## src/rtl/prog_loader.sv

```systemverilog
// Boot-time program loader: streams host bytes into the 16-word CPU RAM over the
// shared bus (MAR load, then RAM write), then resets the CPU and releases the bus.
module prog_loader #(
  parameter int WORDS  = 16,
  parameter int ADDR_W = 4,
  parameter int DATA_W = 8
) (
  input  logic              clk,
  input  logic              rst,
  input  logic              start,
  input  logic              abort,
  input  logic              wr_valid,
  input  logic [DATA_W-1:0] wr_data,
  output logic              wr_ready,
  output logic [DATA_W-1:0] bus_o,
  output logic              bus_oe,
  output logic              mi_o,
  output logic              ri_o,
  output logic              cpu_hold,
  output logic              cpu_rst,
  output logic              busy,
  output logic              done,
  output logic              aborted,
  output logic [ADDR_W:0]   count
);

  typedef enum logic [2:0] {
    S_IDLE,
    S_WAIT_DATA,
    S_ADDR,
    S_DATA,
    S_RELEASE,
    S_DONE
  } state_t;

  localparam logic [ADDR_W-1:0] LAST_ADDR = ADDR_W'(WORDS - 1);
  localparam logic [ADDR_W:0]   MAX_COUNT = (ADDR_W + 1)'(WORDS);

  state_t              state_q, state_d;
  logic [ADDR_W-1:0]   addr_q, addr_d;
  logic [ADDR_W:0]     count_q, count_d;
  logic                aborted_q, aborted_d;
  logic [DATA_W-1:0]   data_q, data_d;
  logic                abort_pend_q, abort_pend_d;

  always_ff @(posedge clk) begin
    if (rst) begin
      state_q      <= S_IDLE;
      addr_q       <= '0;
      count_q      <= '0;
      aborted_q    <= 1'b0;
      data_q       <= '0;
      abort_pend_q <= 1'b0;
    end else begin
      state_q      <= state_d;
      addr_q       <= addr_d;
      count_q      <= count_d;
      aborted_q    <= aborted_d;
      data_q       <= data_d;
      abort_pend_q <= abort_pend_d;
    end
  end

  always_comb begin
    state_d      = state_q;
    addr_d       = addr_q;
    count_d      = count_q;
    aborted_d    = aborted_q;
    data_d       = data_q;
    abort_pend_d = abort_pend_q;
    case (state_q)
      S_IDLE: begin
        if (start) begin
          state_d      = S_WAIT_DATA;
          addr_d       = '0;
          count_d      = '0;
          aborted_d    = 1'b0;
          abort_pend_d = 1'b0;
        end
      end
      S_WAIT_DATA: begin
        // abort has priority: a byte offered in the same cycle is refused
        if (abort) begin
          state_d   = S_RELEASE;
          aborted_d = 1'b1;
        end else if (wr_valid) begin
          data_d  = wr_data;
          state_d = S_ADDR;
        end
      end
      S_ADDR: begin
        // an abort here only takes effect after the word's data phase
        abort_pend_d = abort;
        state_d      = S_DATA;
      end
      S_DATA: begin
        count_d = (count_q == MAX_COUNT) ? count_q : count_q + 1'b1;
        if (addr_q == LAST_ADDR || abort_pend_q || abort) begin
          state_d   = S_RELEASE;
          aborted_d = abort_pend_q | abort;
        end else begin
          addr_d  = addr_q + 1'b1;
          state_d = S_WAIT_DATA;
        end
      end
      S_RELEASE: state_d = S_DONE;
      S_DONE:    state_d = S_IDLE;
      default:   state_d = S_IDLE;
    endcase
  end

  always_comb begin
    bus_o = '0;
    if (state_q == S_ADDR)      bus_o = DATA_W'(addr_q);
    else if (state_q == S_DATA) bus_o = data_q;
  end

  assign wr_ready = (state_q == S_WAIT_DATA) && !abort;
  assign bus_oe   = (state_q == S_ADDR) || (state_q == S_DATA);
  assign mi_o     = (state_q == S_ADDR);
  assign ri_o     = (state_q == S_DATA);
  assign cpu_hold = (state_q == S_WAIT_DATA) || (state_q == S_ADDR) ||
                    (state_q == S_DATA) || (state_q == S_RELEASE);
  assign cpu_rst  = (state_q == S_RELEASE);
  assign busy     = (state_q != S_IDLE);
  assign done     = (state_q == S_DONE);
  assign aborted  = aborted_q;
  assign count    = count_q;

endmodule
```

## config.mk

```make
export PLATFORM = sky130hd
export DESIGN_NAME = prog_loader
export DESIGN_NICKNAME = d
export VERILOG_FILES = /design/src/rtl/prog_loader.sv
export SDC_FILE = /design/constraint.sdc
export NUM_CORES = 1
export LEC_CHECK = 0
export BUFFER_PORTS_ARGS = -buffer_cell sky130_fd_sc_hd__buf_4
export CAP_MARGIN = 25
export CORE_AREA = 8 8 58 85
export CTS_BUF_LIST = sky130_fd_sc_hd__clkbuf_8
export DETAILED_ROUTE_END_ITERATION = 6
export DIE_AREA = 0 0 66 93
export SLEW_MARGIN = 30
export SYNTH_ARGS = -nofsm -noshare
export SYNTH_HDL_FRONTEND = slang
export SYNTH_SLANG_ARGS = --single-unit
```

## constraint.sdc

```tcl
create_clock -name clk -period 1.66 [get_ports clk]
set_clock_uncertainty 0.15 [all_clocks]
set_input_delay 0.083 -clock clk [delete_from_list [all_inputs] [get_ports clk]]
set_output_delay 0.083 -clock clk [all_outputs]
set_load 0.005 [all_outputs]
```

==> metrics.md <==
| Metric | Value |
|---|---|
| CP Launch Type | flip-flop |
| # IOs | 35 |
| Crit path required time | 1710 ps |
| Post-route ant nets | 0 |
| Vias in the first global route | ~1400 |
| Max Cap Viol | 0 |
| Share of cells above drive strength 1 | around 34% |
| Worst hold margin | about 6.8 ps |
| Reg2reg start | addr_q[0] |
| Num CTS Buffers | 3 |
| Slew Limit Headroom | between 70 and 80% |
| Crit. Startpoint | addr_q[0] |
| Part of the power in registers | 49.3% |
| Die width | around 66 µm |
| Tot GR Track Use | 12.3% |
| Leakage | 0.736 nW |
| Actual slew at the worst max-slew pin | 438 ps |
| Slowest cell delay on critical path | 410 ps |
| Cell internal pwr | between 0.8 and 0.9 mW |
| CTS clock-pin slew for the worst setup and hold paths | 80 ps |
| Synthesized area | between 1000 and 1500 µm² |
| Root buffer cell | clkbuf_8 |
| Core area | 3780 µm² |
| N_diodes | 0 |
| CTS sink cnt | 22 |
| DR pass1 iterations | 4 |
| Row cnt | 28 |
| HPWL after DPL | 2.88 mm |
| Switching Fraction | 26.0% |
| VDD IR-drop max | 0.398 mV |
| Cell Chain, Critical Path | ha_2 > a311o_1 > or4_1 > a21oi_1 |
| #FFs+latches synth | 22 |
| Largest net degree at the start of global routing | 22 |
| Part of the power in combinational logic | slightly above 20% |
| Synth Net Count | 168 |
| H-tree lvl count | 1 |
| FF-to-FF setup slack | 20 ps |
| Crit-path max FO | 4 |
| Hold path startpoint | wr_valid |
| RSZ-0062 raised after global routing | true |
| HP Class | primary input to flip-flop |
| Total power | 1.12 mW |
| Clk Latency, worst-skew pair | 270 ps |
| Iter 0 DRT Violations | between 50 and 60 |
| Placed Area | about 1600 µm² |
| Clock Power Share | between 30 and 40% |
| Crit path time final | around 1600 ps |
| Setup crit end kind | flip-flop |
| Seq/Total Area, Yosys | between 30% and 40% |
| Via count | 1359 |
| Initial core utilization | 33.0% |
| Final Hold Vio Count | 0 |
| Max clock buf depth | 2 |
| CTS tree | done |
| Final nets | 228 |
| EDFF count, synth | 0 |
| Port bufs | 34 |
| DR WL/cell | 14.9 µm |
| Worst path slowest cell | or4_1 |
| Die Footprint | around 6100 µm² |
| Status | finished, final reports clean |
| Area grow syn2layout | 45.0% |
| FMAX | 0.612 GHz |
| GP Congestion | a little under 0.8 |
| Placed insts | about 240 |
| Slew Viols, Final | 0 |
| PwrDens | 621 nW/µm² |
| Final Instance Count excl. Fillers | 255 |
| Final setup fails | 0 |
| Synthesized instance count | approximately 150 |
| Synth Warn # | 0 |
| Vias per cell | 5.33 |
| Detailed Route WL | between 3 and 4 mm |
| Psw | 0.292 mW |
| Post-synth ARST share | 0% |
| Unique masters post-synth | 42 |
| DRC viols | 0 |
| Final instance area | roughly 1800 µm² |
| Fin crit share | slightly below 100% |
| WP data arrival | 1680 ps |
| Initial antenna violation count | 0 |
| Die height | approximately 93 µm |
| Gr ovfl total | 0 |
| Mean post-synth cell area | 8.22 µm² |
| Ys flop type | dfxtp_1 |
| First-pass GRT wire length | ~6 mm |
| Crit Path Class | flip-flop to flip-flop |
-- what timing repair did --
action / in CTS / in global routing
endpoints found under the hold margin: 9 / 0
setup buffers: 3 / 3
gates resized for setup: 5 / 4
endpoints found under the setup margin: 12 / 10
hold buffers: 9 / 0
gates cloned: 0 / 0
pin swaps: 1 / 2
-- synthesized netlist by cell type (all sizes together), types with 2 or more instances --
cell type	number	share of area, %
buf	7	3.8
nand3	11	4.4
nor4b	2	1.4
o21ai	13	5.2
and2	4	2.0
clkbuf	3	0.90
nand3b	3	1.8
ha	3	3.0
a31oi	2	1.0
inv	8	2.4
o211ai	3	1.8
or3	3	1.5
nor2b	2	1.6
nor3b	3	1.8
nand2b	3	1.5
mux2i	4	3.2
nand2	7	2.1
or4b	2	1.9
clkinv	2	1.0
dfxtp	22	35
nor2	6	1.8
a21oi	19	7.6
o31ai	2	1.2
or4	4	2.4
-- state kept, by name, summed over array words and instances, names as in the netlist --
name / cells
abort_pend_q: 1
aborted: 1
addr_q: 4
count: 5
data_q: 8
state_q: 3
-- routing by layer --
metal	up-vias	track usage [%]	share of wire [%]
met5	-	0	0
met4	0	4.65	1.3
met3	4	2.99	5.5
met2	32	23.4	55
met1	650	12.1	38
li1	673	-	-
-- path summary, 6_finish.rpt --
kind	end	depth (start not counted)
min reg2reg	data_q[5]	2
min	data_q[2]	3
max reg2reg	addr_q[2]	4
max	addr_q[2]	4
-- metrics by stage --
| stage | setup TNS (ps) | utilization (%) | worst slack [ps] |
|---|---|---|---|
| 6_report | 0 | 47.9 | 24.7 |
| 5_1_grt | -12.4 | 47.9 | -12.4 |
| 4_1_cts | 0 | 47.2 | 4.71 |
| 3_5_place_dp | -24.5 | 42.9 | -24.5 |
| 3_3_place_gp | 0 | 42.9 | 53.4 |
| 2_1_floorplan | 0 | - | 67.9 |
-- final cells by class --
class / count / area [µm²]
fillers: 376 / 1970
multi-input cells: 110 / 714
repair buffers: 65 / 510
flip-flops and latches: 22 / 447
well taps: 45 / 56.3
inverters: 10 / 43.8
clock buffers: 3 / 41.3
-- cell usage in the layout (no fill, tap or decap), drive strengths merged, types with 2 or more instances in the layout --
cell type and n:
nor3b 3, a21oi 19, nor4b 2, a31oi 2, o21ai 13, and2 4
inv 8, mux2i 4, buf 56, or4b 2, ha 3, nand2 7
or4 4, dlygate4sd3 9, nand2b 3, o31ai 2, or3 3, o211ai 3
clkbuf 3, nor2b 2, dfxtp 22, nand3b 3, nor2 6, nand3 11
clkinv 2
-- worst max-delay path, delay by kind of cell, from the launching register on --
kind | cells | cell delay (ps)
AOI/OAI and AO/OA | 2 | 480
DFF | 1 | 320
adders and majority gates | 1 | 200
and+or+nand+nor | 1 | 410
-- power groups by stage --
stage,combinational [mW],clock (mW),sequential [mW]
2_1_floorplan,0.119,0,0.560
3_3_place_gp,0.198,0,0.564
3_5_place_dp,0.202,0,0.565
4_1_cts,0.227,0.346,0.553
5_1_grt,0.254,0.357,0.556
6_report,0.233,0.338,0.554
-- logic make-up after synthesis --
kind of cell / after synthesis / share of synthesized area [%]
and+or+nand+nor: 57 / 28.6
AOI/OAI and AO/OA: 45 / 21.1
DFF: 22 / 35.2
buffers and inverters: 20 / 8.11
muxes: 4 / 3.20
adders and majority gates: 3 / 3.00
xor gates and xnor gates: 1 / 0.701
Power figures use the tool's default switching activity.
